==> src/rtl/dmem_pkg.sv <==
// Shared constants, enums and loader table for the data-memory arbiter.
// Optional debug lock is enabled with DMEM_ARB_LOCK_EN.
package dmem_pkg;

  localparam int DMEM_ADDR_W     = 11;
  localparam int DMEM_DATA_W     = 16;
  localparam int DMEM_INIT_WORDS = 8;

  typedef enum logic {
    INIT,
    ARB
  } state_e;

  typedef enum logic {
    CPU,
    DBG
  } port_e;

  function automatic logic [DMEM_DATA_W-1:0] init_word(
    input logic [DMEM_ADDR_W-1:0] idx,
    input logic                   sel
  );
    logic [DMEM_DATA_W-1:0] w;
    case (idx)
      11'd0:   w = sel ? 16'h0008 : 16'h0007;
      11'd1:   w = sel ? 16'h0003 : 16'h0005;
      11'd2:   w = 16'h0003;
      11'd3:   w = 16'h0005;
      11'd4:   w = 16'h5A5A;
      11'd5:   w = 16'h6767;
      11'd6:   w = 16'h003C;
      11'd7:   w = 16'h00FF;
      default: w = 16'h0000;
    endcase
    return w;
  endfunction

endpackage

==> src/rtl/rr_arb2.sv <==
// Two-way round-robin grant with priority register.
// DMEM_ARB_LOCK_EN adds a debug-side grant lock.
module rr_arb2
  import dmem_pkg::*;
(
  input  logic  clk,
  input  logic  reset,
  input  logic  en_i,
  input  logic  req_cpu_i,
  input  logic  req_dbg_i,
`ifdef DMEM_ARB_LOCK_EN
  input  logic  lock_i,
`endif
  output logic  gnt_cpu_o,
  output logic  gnt_dbg_o
);

  port_e prio_q, prio_d;
  logic  lock_act;

`ifdef DMEM_ARB_LOCK_EN
  logic lock_q, lock_d;

  assign lock_act = lock_q & req_dbg_i;
  assign lock_d   = en_i & gnt_dbg_o & lock_i;

  always_ff @(posedge clk) begin
    if (!reset) lock_q <= 1'b0;
    else        lock_q <= lock_d;
  end
`else
  assign lock_act = 1'b0;
`endif

  always_comb begin
    gnt_cpu_o = 1'b0;
    gnt_dbg_o = 1'b0;
    if (en_i) begin
      if (lock_act) begin
        gnt_dbg_o = 1'b1;
      end else if (req_cpu_i && req_dbg_i) begin
        gnt_cpu_o = (prio_q == CPU);
        gnt_dbg_o = (prio_q == DBG);
      end else begin
        gnt_cpu_o = req_cpu_i;
        gnt_dbg_o = req_dbg_i;
      end
    end
  end

  always_comb begin
    prio_d = prio_q;
    if (gnt_cpu_o)      prio_d = DBG;
    else if (gnt_dbg_o) prio_d = CPU;
  end

  always_ff @(posedge clk) begin
    if (!reset) prio_q <= CPU;
    else        prio_q <= prio_d;
  end

endmodule

==> src/rtl/dmem_arbiter.sv <==
// Loader then round-robin sharing of one data memory by CPU and debug.
// Define DMEM_ARB_LOCK_EN to add the dbg_lock input.
module dmem_arbiter
  import dmem_pkg::*;
#(
  parameter int ADDR_W     = DMEM_ADDR_W,
  parameter int DATA_W     = DMEM_DATA_W,
  parameter int INIT_WORDS = DMEM_INIT_WORDS
) (
  input  logic              clk,
  input  logic              reset,
  input  logic              loadControl,
  input  logic              cpu_req,
  input  logic              cpu_we,
  input  logic [ADDR_W-1:0] cpu_adrx,
  input  logic [DATA_W-1:0] cpu_dataIn,
  output logic              cpu_ack,
  output logic [DATA_W-1:0] cpu_dataOut,
  input  logic              dbg_req,
  input  logic              dbg_we,
  input  logic [ADDR_W-1:0] dbg_adrx,
  input  logic [DATA_W-1:0] dbg_dataIn,
  output logic              dbg_ack,
  output logic [DATA_W-1:0] dbg_dataOut,
`ifdef DMEM_ARB_LOCK_EN
  input  logic              dbg_lock,
`endif
  output logic [ADDR_W-1:0] mem_adrx,
  output logic [DATA_W-1:0] mem_dataIn,
  output logic              mem_write,
  input  logic [DATA_W-1:0] mem_dataOut,
  output logic              init_done
);

  localparam int CNT_W = (INIT_WORDS > 1) ? $clog2(INIT_WORDS) : 1;
  localparam logic [CNT_W-1:0] LAST = CNT_W'(INIT_WORDS - 1);

  state_e           state_q, state_d;
  logic [CNT_W-1:0] init_cnt_q, init_cnt_d;
  logic             done_q, done_d;
  logic             ld_sel_q;
  logic             gnt_cpu, gnt_dbg;
  logic             arb_en;

  assign arb_en    = reset && (state_q == ARB);
  assign init_done = done_q;

  rr_arb2 u_arb (
    .clk       (clk),
    .reset     (reset),
    .en_i      (arb_en),
    .req_cpu_i (cpu_req),
    .req_dbg_i (dbg_req),
`ifdef DMEM_ARB_LOCK_EN
    .lock_i    (dbg_lock),
`endif
    .gnt_cpu_o (gnt_cpu),
    .gnt_dbg_o (gnt_dbg)
  );

  // Table select follows loadControl only while reset is held.
  always_ff @(posedge clk) begin
    if (!reset) begin
      state_q    <= INIT;
      init_cnt_q <= '0;
      done_q     <= 1'b0;
      ld_sel_q   <= loadControl;
    end else begin
      state_q    <= state_d;
      init_cnt_q <= init_cnt_d;
      done_q     <= done_d;
    end
  end

  always_comb begin
    state_d    = state_q;
    init_cnt_d = init_cnt_q;
    done_d     = done_q;
    if (state_q == INIT) begin
      init_cnt_d = init_cnt_q + CNT_W'(1);
      if (init_cnt_q == LAST) begin
        state_d = ARB;
        done_d  = 1'b1;
      end
    end
  end

  always_comb begin
    mem_write   = 1'b0;
    mem_adrx    = '0;
    mem_dataIn  = '0;
    cpu_ack     = 1'b0;
    dbg_ack     = 1'b0;
    cpu_dataOut = '0;
    dbg_dataOut = '0;
    if (reset) begin
      if (state_q == INIT) begin
        mem_write  = 1'b1;
        mem_adrx   = ADDR_W'(init_cnt_q);
        mem_dataIn = DATA_W'(init_word(DMEM_ADDR_W'(init_cnt_q),
                                       ld_sel_q));
      end else begin
        unique case (1'b1)
          gnt_cpu: begin
            mem_adrx    = cpu_adrx;
            mem_dataIn  = cpu_dataIn;
            mem_write   = cpu_we;
            cpu_ack     = 1'b1;
            cpu_dataOut = mem_dataOut;
          end
          gnt_dbg: begin
            mem_adrx    = dbg_adrx;
            mem_dataIn  = dbg_dataIn;
            mem_write   = dbg_we;
            dbg_ack     = 1'b1;
            dbg_dataOut = mem_dataOut;
          end
          default: ;
        endcase
      end
    end
  end

endmodule

==> config.mk <==
export PLATFORM = sky130hd
export DESIGN_NAME = dmem_arbiter
export DESIGN_NICKNAME = d
export VERILOG_FILES = /design/src/rtl/dmem_pkg.sv /design/src/rtl/rr_arb2.sv /design/src/rtl/dmem_arbiter.sv
export SDC_FILE = /design/constraint.sdc
export NUM_CORES = 1
export LEC_CHECK = 0
export BUFFER_PORTS_ARGS = -buffer_cell sky130_fd_sc_hd__buf_2
export CAP_MARGIN = 5
export CORE_MARGIN = 3
export CORE_UTILIZATION = 33
export DETAILED_ROUTE_END_ITERATION = 8
export PLACE_DENSITY_LB_ADDON = 0.05
export RECOVER_POWER = 25
export REMOVE_ABC_BUFFERS = 1
export SLEW_MARGIN = 10
export SYNTH_ARGS = -nofsm -noshare
export SYNTH_HDL_FRONTEND = slang
export SYNTH_HIERARCHICAL = 1
export SYNTH_SLANG_ARGS = --single-unit
==> constraint.sdc <==
create_clock -name clk -period 2.3 [get_ports clk]
set_clock_uncertainty 0.15 [all_clocks]
set_input_delay 0 -clock clk [delete_from_list [all_inputs] [get_ports clk]]
set_output_delay 0 -clock clk [all_outputs]
set_load 0.05 [all_outputs]
==> metrics <==
Mapped Cells=158; internal power=0.310 mW; Synth top area share=17.8%; 1st-pass router iterations=4; Top Ports=140; Clock transition at path regs=0.05 ns; Slew Viols, Final=0; P_leak=1.11 nW; die footprint=0.00427 mm²; GPL Wtd Cong=0.836; largest net degree at the start of global routing=27; status=finished, final reports clean; Ant. Diodes=0; clock buffer depth=2; fin nets=381; critical path class=flop to primary output; post-synthesis cell area=0.00116 mm²; first-pass GRT wire length=7130 µm; Clk Latency, worst-skew pair=0.24 ns; Net Sw Power=0.208 mW; final worst slack=0.159 ns; CP peak stage delay=0.34 ns; Die Wd=65.4 µm; Area Growth Syn to Fin=77.2%; initial antenna violation count=0; startpoint types=flop; Tot GR Track Use=20.4%; Worst-Margin Slew=0.803 ns; fin crit period=2.14 ns; Logic pwr share=52.9%; Yosys cell types=32; cells along the critical path=ha_1 -> ha_1 -> nor2_2 -> o311ai_0 -> o21a_1 -> buf_2; H-tree depth=1; final setup fails=0; CTS tree=done; Wirelength per Cell=14.2 µm; period utilization=93.1%; top post-synthesis cells by area=and2_1, dfxtp_1, a22oi_1; Maximum Capacitance Violations=0; final hold slack=0.235 ns; Starting Density=36.3%; most frequent CP cell=ha_1; Sw Ratio=40.1%; Seq pwr share=26.9%; row count=20; Avg Cell Area, Syn=7.36 µm²; leading area contributor after synthesis=and2_1; Via density=4.89; vias in the first global route=1,490; I/O Buffers=139; CTS sink count=7; maximum clock rate=467 MHz; Die Y=65.4 µm; Synthesis Warnings=6; CP endpoint kind=primary output; clock power share=20.2%; Worst slew margin=46.5%; FF+latch count, synth=7; Hold WC Path Type=input port to primary output; post-CTS setup buffers=0; Crit-path slowest cell=dfxtp_1; commonest non-fill, non-tap cell in the layout=buf_2; arrival time worst endpoint=1.99 ns; Residual DRC=0; Req. time, crit path=2.15 ns; total power=0.518 mW; Post-DRT Antenna Nets=0; post-route cell area=0.00206 mm²; layout cells sized above 1=53.0%; sequential area share after synthesis=12.9%; grt ovf=0; worst slack at placement=0.275 ns; total vias in the final route=1,664; Routed WL=4840 µm; TritonCTS Buffers=3; most frequent cells in the layout=buf_2, and2_1, clkbuf_4; DRT iter0 DRCs=80; maximum fanout along the worst path=7; core area=0.00320 mm²; PD cells=251 mW/mm²; placed inst area=0.00192 mm²; Peak VDD IR=0.334 mV; Root Buffer=clkbuf_4; Fin. Hold Viols=0; DP Wirelength=3790 µm
## per-stage QoR
stage	util (%)	setup TNS, ns	cells
2_1_floorplan	-	-76.40	142
3_3_place_gp	60.1	0	333
3_5_place_dp	60.1	0	333
4_1_cts	61.9	0	340
5_1_grt	64.3	-0.0164	340
6_report	64.3	0	340
## cell usage after synthesis (all sizes together)
master / instances
o21ai: 6
buf: 15
a21oi: 13
and2: 33
a221oi: 9
xor2: 1
o311ai: 1
nor4: 2
nor3: 1
nand3: 1
clkbuf: 1
a211oi: 6
nor2: 8
a22o: 10
mux2i: 1
dfxtp: 6
and3: 2
clkinv: 1
edfxtp: 1
a311oi: 2
nor3b: 2
nand2: 4
ha: 7
a21o: 2
a2bb2oi: 1
a22oi: 13
inv: 7
o21a: 1
and4: 1
## critical path: cells and delay by family (launching register included)
kind	cells	cell delay [ns]
AOI/OAI and AO/OA	2	0.38
DFF	1	0.34
adders and majority gates	2	0.51
and+or+nand+nor	1	0.31
buffers and inverters	1	0.20
## state kept, by name, summed over array words and instances (netlist names)
register	flops
init_cnt_q	3
ld_sel_q	1
state_q	1
init_done	1
u_arb/prio_q	1
## layer usage
layer  part of all wire (%)  track usage (%)  vias to the layer above
met4                      0             4.66                        0
li1                       -                -                      866
met1                     42             25.0                      734
met5                      0                0                        -
met2                     50             36.7                       64
met3                    8.0             3.59                        0
## final cells by class
| type | instances | area (µm²) |
|---|---|---|
| Fill cell | 303 | 1140 |
| Multi-Input combinational cell | 127 | 916 |
| Timing Repair Buffer | 150 | 882 |
| Sequential cell | 7 | 150 |
| Tap cell | 44 | 55.1 |
| Inverter | 8 | 30.0 |
| Clock buffer | 4 | 26.3 |
## logic make-up (layout without fill, tap and decap cells)
group                    count (synthesis)  after routing  share of synthesized area (%)
AO/OA/AOI/OAI                           64             64                           39.8
XOR/XNOR                                 1              1                          0.754
adder cells (fa/ha/maj)                  7              7                           7.53
buffers and inverters                   24            162                           10.0
flip-flops                               7              7                           12.9
multiplexers                             1              1                          0.861
AND/OR/NAND/NOR                         54             54                           28.1
## power groups by stage
| stage | Sequential [mW] | Clock (mW) | Combinational [mW] |
|---|---|---|---|
| after floorplan | 0.143 | 0 | 0.150 |
| after global placement | 0.141 | 0 | 0.261 |
| after detailed placement | 0.141 | 0 | 0.262 |
| after CTS | 0.139 | 0.112 | 0.266 |
| after global routing | 0.141 | 0.122 | 0.297 |
| final | 0.139 | 0.105 | 0.274 |
## final timing paths
check | cells past startpoint | start | slack, ns | end
min reg2reg | 2 | init_done | 0.33 | init_done
max reg2reg | 5 | state_q | 0.69 | u_arb/prio_q
max | 6 | init_cnt_q[0] | 0.16 | mem_dataIn[2]
min | 3 | mem_dataOut[3] | 0.24 | cpu_dataOut[3]
## what timing repair did
action / in CTS / in global routing
endpoints found under the setup margin: 1 / 49
endpoints found under the hold margin: 2 / 0
hold buffers: 3 / 0
gates resized for setup: 1 / 34
Power figures use the tool's default switching activity.
